===== config.mk =====
export PLATFORM = sky130hd
export DESIGN_NAME = nor_latch_stim_ctrl
export DESIGN_NICKNAME = d
export VERILOG_FILES = /design/src/rtl/nor_eval_pkg.sv /design/src/rtl/sync2.sv /design/src/rtl/nor_latch_stim_ctrl.sv
export SDC_FILE = /design/constraint.sdc
export NUM_CORES = 1
export LEC_CHECK = 0
export CORE_AREA = 4 4 119 121
export DETAILED_ROUTE_END_ITERATION = 8
export DIE_AREA = 0 0 123 125
export PLACE_DENSITY = 0.87
export SLEW_MARGIN = 25
export SYNTH_ARGS = -nofsm -noshare
export SYNTH_HDL_FRONTEND = slang
export SYNTH_SLANG_ARGS = --single-unit

===== constraint.sdc =====
create_clock -name clk -period 5.6 [get_ports clk]
set_input_delay 1.12 -clock clk [delete_from_list [all_inputs] [get_ports clk]]
set_output_delay 1.12 -clock clk [all_outputs]
set_load 0.1 [all_outputs]

===== src/rtl/nor_eval_pkg.sv =====
// rtl/nor_eval_pkg.sv - shared types, defaults and helpers for the NOR-latch evaluation blocks
package nor_eval_pkg;

  typedef enum logic [2:0] {
    ST_IDLE,
    ST_INIT,
    ST_PULSE,
    ST_SETTLE,
    ST_SAMPLE,
    ST_FIN
  } stim_state_t;

  localparam int INIT_CYC_DEF = 4;

  // Counts up to the all-ones value of a w-bit field and then holds there.
  function automatic logic [31:0] sat_inc(input logic [31:0] v, input int unsigned w);
    logic [31:0] top;
    top = (w >= 32) ? 32'hFFFF_FFFF : ((32'd1 << w) - 32'd1);
    return (v >= top) ? v : v + 32'd1;
  endfunction

endpackage


===== src/rtl/sync2.sv =====
// rtl/sync2.sv - two-flop synchronizer for the asynchronous latch output
module sync2 (
  input  logic clk,
  input  logic rst,
  input  logic d,
  output logic q
);

  logic meta;

  always_ff @(posedge clk or posedge rst) begin
    if (rst) begin
      meta <= 1'b0;
      q    <= 1'b0;
    end else begin
      meta <= d;
      q    <= meta;
    end
  end

endmodule


===== src/rtl/nor_latch_stim_ctrl.sv =====
// rtl/nor_latch_stim_ctrl.sv - A/B race pulse sequencer with synchronized Q sampling and trial counters
module nor_latch_stim_ctrl
  import nor_eval_pkg::*;
#(
  parameter int CNT_W    = 8,
  parameter int REP_W    = 16,
  parameter int INIT_CYC = INIT_CYC_DEF
) (
  input  logic             clk,
  input  logic             rst,
  input  logic             start,
  input  logic             abort,
  input  logic [CNT_W-1:0] width_a,
  input  logic [CNT_W-1:0] width_b,
  input  logic [CNT_W-1:0] offset,
  input  logic [CNT_W-1:0] settle,
  input  logic [REP_W-1:0] reps,
  input  logic             q_in,
  output logic             drive_a,
  output logic             drive_b,
  output logic             busy,
  output logic             done,
  output logic             q_sync,
  output logic [REP_W-1:0] ones_cnt,
  output logic [REP_W-1:0] run_idx
);

  localparam int PW = CNT_W + 1;

  stim_state_t      state;
  logic [PW-1:0]    t;
  logic [CNT_W-1:0] cfg_wa, cfg_wb, cfg_off, cfg_settle;
  logic [REP_W-1:0] cfg_reps;

  logic [PW-1:0]    end_a, phase_len, t_next;
  logic             win_a0, win_b0, win_a_next, win_b_next, last_rep;
  logic [REP_W:0]   run_p1;

  sync2 u_sync (
    .clk (clk),
    .rst (rst),
    .d   (q_in),
    .q   (q_sync)
  );

  // Extra bit keeps offset+width_a from wrapping into a short phase.
  always_comb begin
    end_a     = {1'b0, cfg_off} + {1'b0, cfg_wa};
    phase_len = {1'b0, cfg_wb};
    if (end_a > phase_len) phase_len = end_a;
    if (phase_len == '0) phase_len = {{(PW-1){1'b0}}, 1'b1};
    t_next     = t + {{(PW-1){1'b0}}, 1'b1};
    win_b0     = (cfg_wb != '0);
    win_a0     = (cfg_off == '0) && (cfg_wa != '0);
    win_b_next = (t_next < {1'b0, cfg_wb});
    win_a_next = (t_next >= {1'b0, cfg_off}) && (t_next < end_a);
    run_p1     = {1'b0, run_idx} + {{REP_W{1'b0}}, 1'b1};
    last_rep   = (run_p1 == {1'b0, cfg_reps});
  end

  always_ff @(posedge clk or posedge rst) begin
    if (rst) begin
      state      <= ST_IDLE;
      t          <= '0;
      cfg_wa     <= '0;
      cfg_wb     <= '0;
      cfg_off    <= '0;
      cfg_settle <= '0;
      cfg_reps   <= '0;
      drive_a    <= 1'b0;
      drive_b    <= 1'b0;
      busy       <= 1'b0;
      done       <= 1'b0;
      ones_cnt   <= '0;
      run_idx    <= '0;
    end else begin
      done <= 1'b0;
      if (abort) begin
        state   <= ST_IDLE;
        drive_a <= 1'b0;
        drive_b <= 1'b0;
        busy    <= 1'b0;
      end else begin
        case (state)
          ST_IDLE: begin
            if (start) begin
              cfg_wa     <= width_a;
              cfg_wb     <= width_b;
              cfg_off    <= offset;
              cfg_settle <= settle;
              cfg_reps   <= reps;
              ones_cnt   <= '0;
              run_idx    <= '0;
              busy       <= 1'b1;
              t          <= '0;
              if (reps == '0) begin
                state <= ST_FIN;
                done  <= 1'b1;
              end else begin
                state   <= ST_INIT;
                drive_a <= 1'b1;
              end
            end
          end
          ST_INIT: begin
            if (t == PW'(INIT_CYC - 1)) begin
              state   <= ST_PULSE;
              t       <= '0;
              drive_a <= win_a0;
              drive_b <= win_b0;
            end else begin
              t <= t_next;
            end
          end
          ST_PULSE: begin
            if (t_next < phase_len) begin
              t       <= t_next;
              drive_a <= win_a_next;
              drive_b <= win_b_next;
            end else begin
              t       <= '0;
              drive_a <= 1'b0;
              drive_b <= 1'b0;
              state   <= (cfg_settle == '0) ? ST_SAMPLE : ST_SETTLE;
            end
          end
          ST_SETTLE: begin
            if (t_next == {1'b0, cfg_settle}) begin
              t     <= '0;
              state <= ST_SAMPLE;
            end else begin
              t <= t_next;
            end
          end
          ST_SAMPLE: begin
            if (q_sync) ones_cnt <= REP_W'(sat_inc(32'(ones_cnt), REP_W));
            run_idx <= REP_W'(sat_inc(32'(run_idx), REP_W));
            t       <= '0;
            if (last_rep) begin
              state <= ST_FIN;
              done  <= 1'b1;
              busy  <= 1'b0;
            end else begin
              state   <= ST_INIT;
              drive_a <= 1'b1;
            end
          end
          ST_FIN: begin
            state <= ST_IDLE;
            busy  <= 1'b0;
          end
          default: begin
            state   <= ST_IDLE;
            drive_a <= 1'b0;
            drive_b <= 1'b0;
            busy    <= 1'b0;
          end
        endcase
      end
    end
  end

endmodule

# Yosys cells after proc, flatten, opt, wreduce, memory -nomap -nowiden
# Cells that the tools add are included.
dict set report word_totals {
  ff_bits 98
  in_bits 53
  out_inout_bits 37
}
dict set report classes {
  addsub 5
  order_cmp 7
  eq_ne 22
  muxes 42
  bitwise 1
  reduce_logical 22
}
# operator n
set ops {}
lappend ops {{$mux W16} 4}
lappend ops {{$pmux W16 S2} 2}
lappend ops {{$mux W9} 6}
lappend ops {{$pmux W9 S5} 1}
lappend ops {{$add A16 B1 Y16 const B} 2}
lappend ops {{$ge A16 B16 Y1 const B} 2}
lappend ops {{$mux W3} 8}
lappend ops {{$ne A3 B3 Y1 const B} 7}
lappend ops {{$lt A9 B9 Y1} 2}
lappend ops {{$add A16 B1 Y17 const B} 1}
lappend ops {{$eq A17 B16 Y1} 1}
lappend ops {{$logic_not A16 Y1} 1}
lappend ops {{$logic_not A8 Y1} 2}
lappend ops {{$mux W1} 16}
lappend ops {{$reduce_bool A8 Y1} 2}
lappend ops {{$pmux W3 S5} 1}
lappend ops {{$reduce_and A5 Y1} 2}
lappend ops {{$add A8 B8 Y9} 1}
lappend ops {{$add A9 B1 Y9 const B} 1}
lappend ops {{$eq A9 B2 Y1 const B} 1}
lappend ops {{$eq A9 B8 Y1} 1}
lappend ops {{$ge A9 B8 Y1} 1}
lappend ops {{$gt A9 B8 Y1} 1}
lappend ops {{$logic_not A9 Y1} 1}
lappend ops {{other kinds (20)} 32}

# Logic depth before layout (Yosys ltp)
# Gate-level depths: netlist (run 1).
dict set report depth {
  ltp_word 9
  mapped_depth 23
  ltp_nobuf 22
}

# By module
# From an unflattened synthesis (run 1), not the netlist that was laid out.
dict set report hier_totals {
  hier_cells 745
  hier_area_um2 6804.0
}
# mod n_inst cells_per_inst area_per_inst_um2
set by_module_without_submodules {}
lappend by_module_without_submodules {nor_latch_stim_ctrl 1 742 6750.2}
lappend by_module_without_submodules {sync2 1 3 53.8}

# Worst setup path before layout (run 1)
# OpenSTA, ideal clock, no wires.
dict set report synth_path {
  path_kind {register to register}
  from {reg cfg_off[0]}
  to {reg drive_a}
  t_arrival_ps 5216
  t_required_ps 5534
  slack_ps 318
  path_stages_with_launch 23
  n_path_buf 1
  period_less_slack_ps 5282
  cell_sequence {dfrtp_1 > ha_1 > fa_1 > a21oi_1 > nand4b_1 > and3b_1 > nor2_1 > ha_1 > a21o_1 > a211oi_1 > a211oi_2 > nor3_2 > clkbuf_1 > a21oi_1 > ha_1 > a211oi_1 > o211ai_1 > a211oi_1 > or3b_2 > a221oi_2 > a21oi_2 > o41ai_1 > mux2_1}
}
dict set report synth_between {
  elab_chain_len 9
  word_cells_on_any_way 15
  classes_between {add/sub: 1; order compare: 4; mux: 6; reduce/logical: 4}
}
# element line
set synth_lines {}
lappend synth_lines {{start, declared} nor_latch_stim_ctrl.sv:32} ;# logic [CNT_W-1:0] cfg_wa, cfg_wb, cfg_off, cfg_settle;
lappend synth_lines {{start signal, assigned} nor_latch_stim_ctrl.sv:89} ;# cfg_off <= offset;
lappend synth_lines {{$add A8 B8 Y9} nor_latch_stim_ctrl.sv:48} ;# end_a = {1'b0, cfg_off} + {1'b0, cfg_wa};
lappend synth_lines {{$gt A9 B8 Y1} nor_latch_stim_ctrl.sv:50} ;# if (end_a > phase_len) phase_len = end_a;
lappend synth_lines {{$mux W9} nor_latch_stim_ctrl.sv:50}
lappend synth_lines {{$logic_not A9 Y1} nor_latch_stim_ctrl.sv:51} ;# if (phase_len == '0) phase_len = {{(PW-1){1'b0}}, 1'b1};
lappend synth_lines {{$mux W9} nor_latch_stim_ctrl.sv:51}
lappend synth_lines {{$lt A9 B9 Y1} nor_latch_stim_ctrl.sv:116} ;# if (t_next < phase_len) begin
lappend synth_lines {{$mux W1} nor_latch_stim_ctrl.sv:116}
lappend synth_lines {{$pmux W1 S5 *} nor_latch_stim_ctrl.sv:84} ;# case (state)
lappend synth_lines {{$mux W1 *} nor_latch_stim_ctrl.sv:78} ;# if (abort) begin
lappend synth_lines {{end signal, assigned} nor_latch_stim_ctrl.sv:109} ;# drive_a <= win_a0;
lappend synth_lines {{end signal, assigned} nor_latch_stim_ctrl.sv:118} ;# drive_a <= win_a_next;
lappend synth_lines {{end, declared} nor_latch_stim_ctrl.sv:19} ;# output logic drive_a,
# Mark *: on every way between the ends. The rest lies on a longest branch, timed or not. The select of a mux whose other input is x is not followed.
# A chain may end at the register's enable or synchronous reset.

# Worst setup path after layout (run 1)
# Same ends and word-level chain as after synthesis.

==> flow_summary.toml, run 1 <==
[timing]
worst_slew_pin_slew_ns = 1.01
layout_min_cycle_time_ns = 5.27
achievable-frequency_ghz = 0.190
setup_ws_post_layout_ns = 0.334
fin_worst_skew_ns = 0.0142
final_min_period_over_clock_period_pct = 94.0
hold_violation_count_in_the_final_report = 0
worst_slew_margin_rel_pct = 32.8
timing_max_transition_violations_final = 0
setup_viol_count_final = 0

[floorplan]
die_w_um = 123
io_pins = 90
initial_utilization_pct = 50.6
fp.dieArea_sq_mm = 0.0154
row_count = 42
design.core.area_sq_mm = 0.0131
fp.dieH_um = 125

[clock_network]
cts_root_buffer = "clkbuf_16"
post-cts-setup-buffers = 0
numClockSinks = 98
cts_tree = "done"
clock_tree.buffer_depth = 2
cts.htree.levels = 3
worst_setup_hold_path_clk_slew_ns = 0.08
clkLatencyLatePin_ns = 0.36
tritoncts.num_buffers = 9

[grt]
first_pass_grt_wire_length_um = 28400
initial_antenna_violation_count = 0
gr-usage-all-layers_pct = 22.7
grtUsageMet1_pct = 30.9
global_route.usage.met3_pct = 4.38
globalRoute.busiestLayer = "met2"
grt_max_degree = 70
grtUsageMet2_pct = 36.7
first_global_vias = 5671
grt_remaining_overflow = 0

[detailed_routing]
num_vias = 5880
detailed_route_drc_error_count = 0
post_dr_wirelength_cell_um = 17.4
post_route_antenna_net_violation_count = 0
detail_route.iter0.violations = 402
firstDrtPassIters = 5
drt-vias-per-instance = 5.96
wl_um = 17200

[pwr]
pwr_density_cell_mw_per_mm2 = 556
total_power_w = 0.00448
cellLeakagePower_nw = 3.44
power.ir.vdd_worst_v = 0.000440

[hold_path]
hold_class = "reg -> reg"

[setup_path]
cp.required_ns = 5.90
startpoint_type = "flop"
worstSetupEndpointType = "flop"
critPathMaxFanout = 8
criticalPathCategory = "reg -> reg"
worst_ep_arrival_time_ns = 5.57

[logic_synthesis]
syn_area_per_cell_sq_um = 9.17
prevailing_post_synth_register_cell = "dfrtp_1"
synth-seq-area-share_pct = 37.1
yosys_register_bits = 98
synth_cells = 721
synth_enable_flop_cells = 0
postSynth.asyncResetShare_pct = 100
yosysWarningCount = 0
mappedNetlistArea_sq_mm = 0.00662
number_of_distinct_library_cells_after_synthesis = 70
synthesis.nets = 825

[place]
port_buffers = 89
place_congestion = 0.900
dpl-instance-area_sq_mm = 0.00771
place_worst_setup_slack_ns = 0.196
numPlacedInstances = 970
hpwlAfterDp_um = 12600

[final_layout]
finish.cell_count_without_fillers = 986
finished_layout_cell_area_sq_mm = 0.00806
antenna_cells = 0
final_layout_size_suffix_gt1_share_pct = 10.6
syn2layout_area_growth_pct = 21.8
layout.core_utilization_pct = 61.6
design.final.nets = 909

[run]
max_cap_viol_count = 0

[status]
run_status = "complete, no violations"
cells by family (layout without fill, tap and decap cells):
logic type	Yosys count	count (layout)	share of synthesized area, %
compound gates	187	187	18.6
xor+xnor	44	44	6.03
fa+ha+maj	51	51	9.76
buf+inv	62	151	3.76
flops	98	98	37.1
mux	35	35	5.94
simple gates	244	244	18.9
cell type report:
class,instances,area (sq um)
timing repair buffer,101,993
clock inverter,5,60.1
tap,176,220
multi-input combinational,561,3960
inverter,34,130
clock buffer,11,243
fill,1079,5030
sequential,98,2450
through the flow:
stage                     hold WS [ns]  TNS (ns)
after global routing             0.360   -0.0774
after global placement           0.334         0
after CTS                        0.356         0
final                            0.354         0
after floorplan                  0.331         0
after detailed placement         0.339         0
critical path: stages (launching register included):
cell	delay [ns]
dfrtp_1	0.42
ha_2	0.22
fa_2	0.36
a21oi_1	0.14
nand4b_1	0.15
a21boi_0	0.12
nor2_1	0.18
ha_1	0.28
a21o_1	0.21
a211oi_2	0.24
a211oi_2	0.08
nor3_2	0.19
buf_4	0.19
nor2_1	0.06
a21oi_1	0.12
ha_1	0.26
a211oi_1	0.23
o211ai_1	0.17
a211oi_2	0.21
or3b_2	0.50
a221oi_4	0.23
a21oi_2	0.14
o41ai_2	0.34
mux2_1	0.17
final timing paths:
check,start,endpoint,slack [ns],cells after the start
min in group asynchronous,rst,cfg_reps[3],1.30,2
worst min register to register,u_sync.meta,u_sync.q,0.35,0
worst max-delay path,cfg_off[0],drive_a,0.33,23
max in group asynchronous,rst,cfg_wb[5],3.36,3
worst min-delay path,u_sync.meta,u_sync.q,0.35,0
worst max register to register,cfg_off[0],drive_a,0.33,23
registers in the layout, indices dropped and copies added, names as in the netlist, 3 cells and up:
| register | count |
|---|---|
| cfg_wa | 8 |
| cfg_reps | 16 |
| t | 9 |
| cfg_off | 8 |
| cfg_wb | 8 |
| run_idx | 16 |
| ones_cnt | 16 |
| state | 3 |
| cfg_settle | 8 |
power by group:
part	leakage [nW]	total [W]	switching, W	internal [W]
Clock	0.147	0.000651	0.000289	0.000362
Combinational	2.02	0.00271	0.00151	0.00120
Sequential	1.26	0.00112	0.000221	0.000902
repair_timing:
item	CTS	global route
resized for setup	0	9
hold buffers	0	0
setup endpoints to repair	0	14
layout by cell type (no fill, tap or decap), drive strengths merged, types with 4 or more instances in the layout:
cell	n
buf	12
nor3	22
a21o	11
o31ai	8
o21ai	63
a32o	5
clkbuf	11
or2	6
and4	5
xor2	15
and2	4
nor4	13
dfrtp	98
xnor2	28
o211ai	7
or3	6
nand2	58
clkdlybuf4s50	89
inv	36
nand2b	12
o21a	8
a31oi	7
nor2b	4
or4	4
nor2	56
and3	8
a211oi	14
nand4	12
ha	50
nand3	23
a21oi	37
mux2	34
synthesized netlist by cell type, types with 2 or more instances:
cell / n / share of area, %
dfrtp_1: 98 / 37
o21ai_0: 63 / 4.8
nand2_1: 58 / 3.3
nor2_1: 56 / 3.2
ha_1: 50 / 9.5
a21oi_1: 36 / 2.7
inv_1: 34 / 1.9
mux2_2: 33 / 5.6
xnor2_1: 28 / 3.7
nand3_1: 22 / 1.7
nor3_1: 21 / 1.6
clkbuf_1: 20 / 1.1
xor2_1: 15 / 2.0
nor4_1: 13 / 1.2
a211oi_1: 12 / 1.4
nand2b_1: 12 / 1.1
nand4_1: 12 / 1.1
a21o_1: 10 / 1.1
and3_1: 8 / 0.76
o21a_1: 8 / 0.91
o31ai_1: 8 / 0.91
a31oi_1: 7 / 0.66
o211ai_1: 7 / 0.79
or2_2: 6 / 0.57
or3_1: 6 / 0.57
a32o_1: 5 / 0.76
and4_1: 5 / 0.66
and2_1: 4 / 0.38
buf_2: 4 / 0.30
nor2b_1: 4 / 0.38
or4_1: 4 / 0.45
a21boi_0: 3 / 0.34
and3b_1: 3 / 0.40
buf_4: 3 / 0.34
a211o_1: 2 / 0.26
a211oi_2: 2 / 0.38
a311o_1: 2 / 0.30
a41oi_1: 2 / 0.26
o311a_1: 2 / 0.30
o41ai_1: 2 / 0.26
or4b_1: 2 / 0.30
routing by layer:
metal | vias up | wire length (um)
met5 | - | 0
met4 | 0 | 348
met3 | 35 | 1000
met2 | 210 | 8300
met1 | 2833 | 7510
li1 | 2802 | -
Note: power is estimated with default switching activity, not from simulation.
==> run 2: changes to the inputs <==
--- a/config.mk
+++ b/config.mk
@@ -5,9 +5,9 @@
 export SDC_FILE = /design/constraint.sdc
 export NUM_CORES = 1
 export LEC_CHECK = 0
-export CORE_AREA = 4 4 119 121
+export CORE_AREA = 4 4 102 142
 export DETAILED_ROUTE_END_ITERATION = 8
-export DIE_AREA = 0 0 123 125
+export DIE_AREA = 0 0 106 146
 export PLACE_DENSITY = 0.87
 export SLEW_MARGIN = 25
 export SYNTH_ARGS = -nofsm -noshare
==> run 2 against run 1 <==
  * Clock power decreased by 1%
  * Critical endpoint unchanged
  * Largest power group unchanged
  * Clock skew about the same
  * Flip-flop and latch count unchanged
  * Fmax decreased by 2.9%
==> flow_summary.toml, run 2 (synthesis results as in run 1) <==
[floorplan]
row_count = 50
io_pins = 90
design.core.area_sq_mm = 0.0133
die_w_um = 106
fp.dieH_um = 146
fp.dieArea_sq_mm = 0.0155
initial_utilization_pct = 49.9

[pwr]
power.ir.vdd_worst_v = 0.000365
pwr_density_cell_mw_per_mm2 = 577
cellLeakagePower_nw = 3.46

[setup_path]
reg2reg_slack_ns = 0.18
critPathMaxFanout = 7
worstSetupEndpointType = "flop"
cp-startpoint = "cfg_off[3]"
cp.required_ns = 5.90
criticalPathCategory = "reg -> reg"
endpoint_of_the_most_critical_setup_path = "drive_a"
max_stage_delay_ns = 0.43
crit-reg2reg-capture = "drive_a"
timing.reg2reg.worst_path_depth = 21
crit_path_top_delay_cell = "dfrtp_1"
cp_cell_sequence = "ha_2, o21ai_0, nor2_1, o22ai_1, xnor2_2, ha_1, and3_1, a211oi_2, a211oi_2, nor3_2, buf_6, mux2i_2, ha_1, o21ai_0, o211ai_1, a211oi_2, or3b_4, a221oi_4, a21oi_4, o41ai_2, mux2_1"
rr_startpoint = "cfg_off[3]"
startpoint_type = "flop"
worst_ep_arrival_time_ns = 5.72
critical_path_most_common_cell = "a211oi_2"

[detailed_routing]
drt-vias-per-instance = 5.93
detail_route.iter0.violations = 436
post_dr_wirelength_cell_um = 17.6
post_route_antenna_net_violation_count = 0
firstDrtPassIters = 4
wl_um = 17500
detailed_route_drc_error_count = 0
num_vias = 5893

[timing]
whs_ns = 0.349
achievable-frequency_ghz = 0.184
layout_min_cycle_time_ns = 5.42
hold_violation_count_in_the_final_report = 0
worst_slew_margin_rel_pct = 32.0
worst_slew_pin_slew_ns = 1.02
setup_viol_count_final = 0
fin_worst_skew_ns = 0.0143
final_min_period_over_clock_period_pct = 96.8
timing_max_transition_violations_final = 0

[place]
hpwlAfterDp_um = 12700
place_congestion = 0.964
numPlacedInstances = 974
port_buffers = 89

[final_layout]
biggestRegsByFlops = "cfg_reps x16, ones_cnt x16, run_idx x16"
design.final.nets = 911
final_layout_size_suffix_gt1_share_pct = 11.5
register_area_sq_mm = 0.00245
footprint_of_the_multi_input_gates_sq_mm = 0.00400
layout.cells.most_common_list = "98 x dfrtp_1, 89 x clkdlybuf4s50_1, 63 x o21ai_0, 58 x nand2_1, 55 x nor2_1"
fillCellCount = 1153
finish.cell_count_without_fillers = 993
syn2layout_area_growth_pct = 22.5
antenna_cells = 0
final_common_cell = "dfrtp_1"

[clock_network]
numClockSinks = 98
cts.htree.levels = 3
tritoncts.num_buffers = 9
worst_setup_hold_path_clk_slew_ns = 0.08
cts_root_buffer = "clkbuf_16"
clock_tree.buffer_depth = 2
cts_tree = "done"
clkLatencyLatePin_ns = 0.35

[grt]
gr-usage-all-layers_pct = 22.7
grt_max_degree = 64
first_pass_grt_wire_length_um = 28700
first_global_vias = 5921
grt_remaining_overflow = 0
initial_antenna_violation_count = 0

[hold_path]
hold_class = "reg -> reg"

[run]
max_cap_viol_count = 0

[status]
run_status = "complete, no violations"
==> run 2: report_power, final <==
group | switching (W) | total (W) | internal [W]
logic | 0.00162 | 0.00292 | 0.00130
clock network | 0.000284 | 0.000644 | 0.000360
registers | 0.000218 | 0.00112 | 0.000902
total | 0.00212 | 0.00468 | 0.00256
==> run 2: routing by layer <==
metal | vias to the layer above | GRT usage [%] | share of wire, %
met3 | 45 | 3.99 | 4.6
met2 | 156 | 40.0 | 52
met1 | 2874 | 26.7 | 40
met5 | - | 0 | 0
li1 | 2818 | - | -
met4 | 0 | 9.98 | 3.1
==> run 2: worst min path at each step <==
| stage | start | end | slack [ns] | cells after the start |
|---|---|---|---|---|
| after CTS | u_sync.meta | u_sync.q | 0.35 | 0 |
| final | u_sync.meta | u_sync.q | 0.35 | 0 |
| after floorplan | u_sync.meta | u_sync.q | 0.33 | 0 |
| after global placement | u_sync.meta | u_sync.q | 0.33 | 0 |
| after global routing | u_sync.meta | u_sync.q | 0.36 | 0 |
| after detailed placement | u_sync.meta | u_sync.q | 0.33 | 0 |
==> run 2: area by class of cell <==
cell class                 instances  area share, %
sequential                        98           30.3
inverter                          34           1.61
multi-input combinational        561           49.3
tap                              182           2.81
timing repair buffer             103           12.3
clock buffer                      10           2.95
clock inverter                     5          0.756
==> run 2: per-stage QoR <==
step | TNS (ns) | util, % | cell area (sq um) | setup WS (ns) | power (W)
after floorplan | 0 | - | 6620 | 0.318 | 0.00296
after global placement | 0 | 58.0 | 7690 | 0.314 | 0.00359
after detailed placement | 0 | 58.1 | 7700 | 0.164 | 0.00368
after CTS | 0 | 60.3 | 8000 | 0.110 | 0.00435
after global routing | -0.0891 | 61.1 | 8110 | -0.0596 | 0.00502
final | 0 | 61.1 | 8110 | 0.177 | 0.00468
==> run 2: timing repair <==
| action | in CTS | in global routing |
|---|---|---|
| resized for setup | 0 | 16 |
| endpoints found under the setup margin | 0 | 14 |
| hold endpoints to repair | 0 | 0 |
| hold buffers | 0 | 0 |
| buffers inserted | 0 | 3 |
==> run 2: critical path, delay by kind of cell, from the launching register on <==
family                   cells  cell delay (ns)
XOR/XNOR                     1             0.27
multiplexers                 2             0.41
adder cells (fa/ha/maj)      3             1.00
AO/OA/AOI/OAI               10             2.03
AND/OR/NAND/NOR              4             1.08
buffers and inverters        1             0.16
flip-flops                   1             0.43
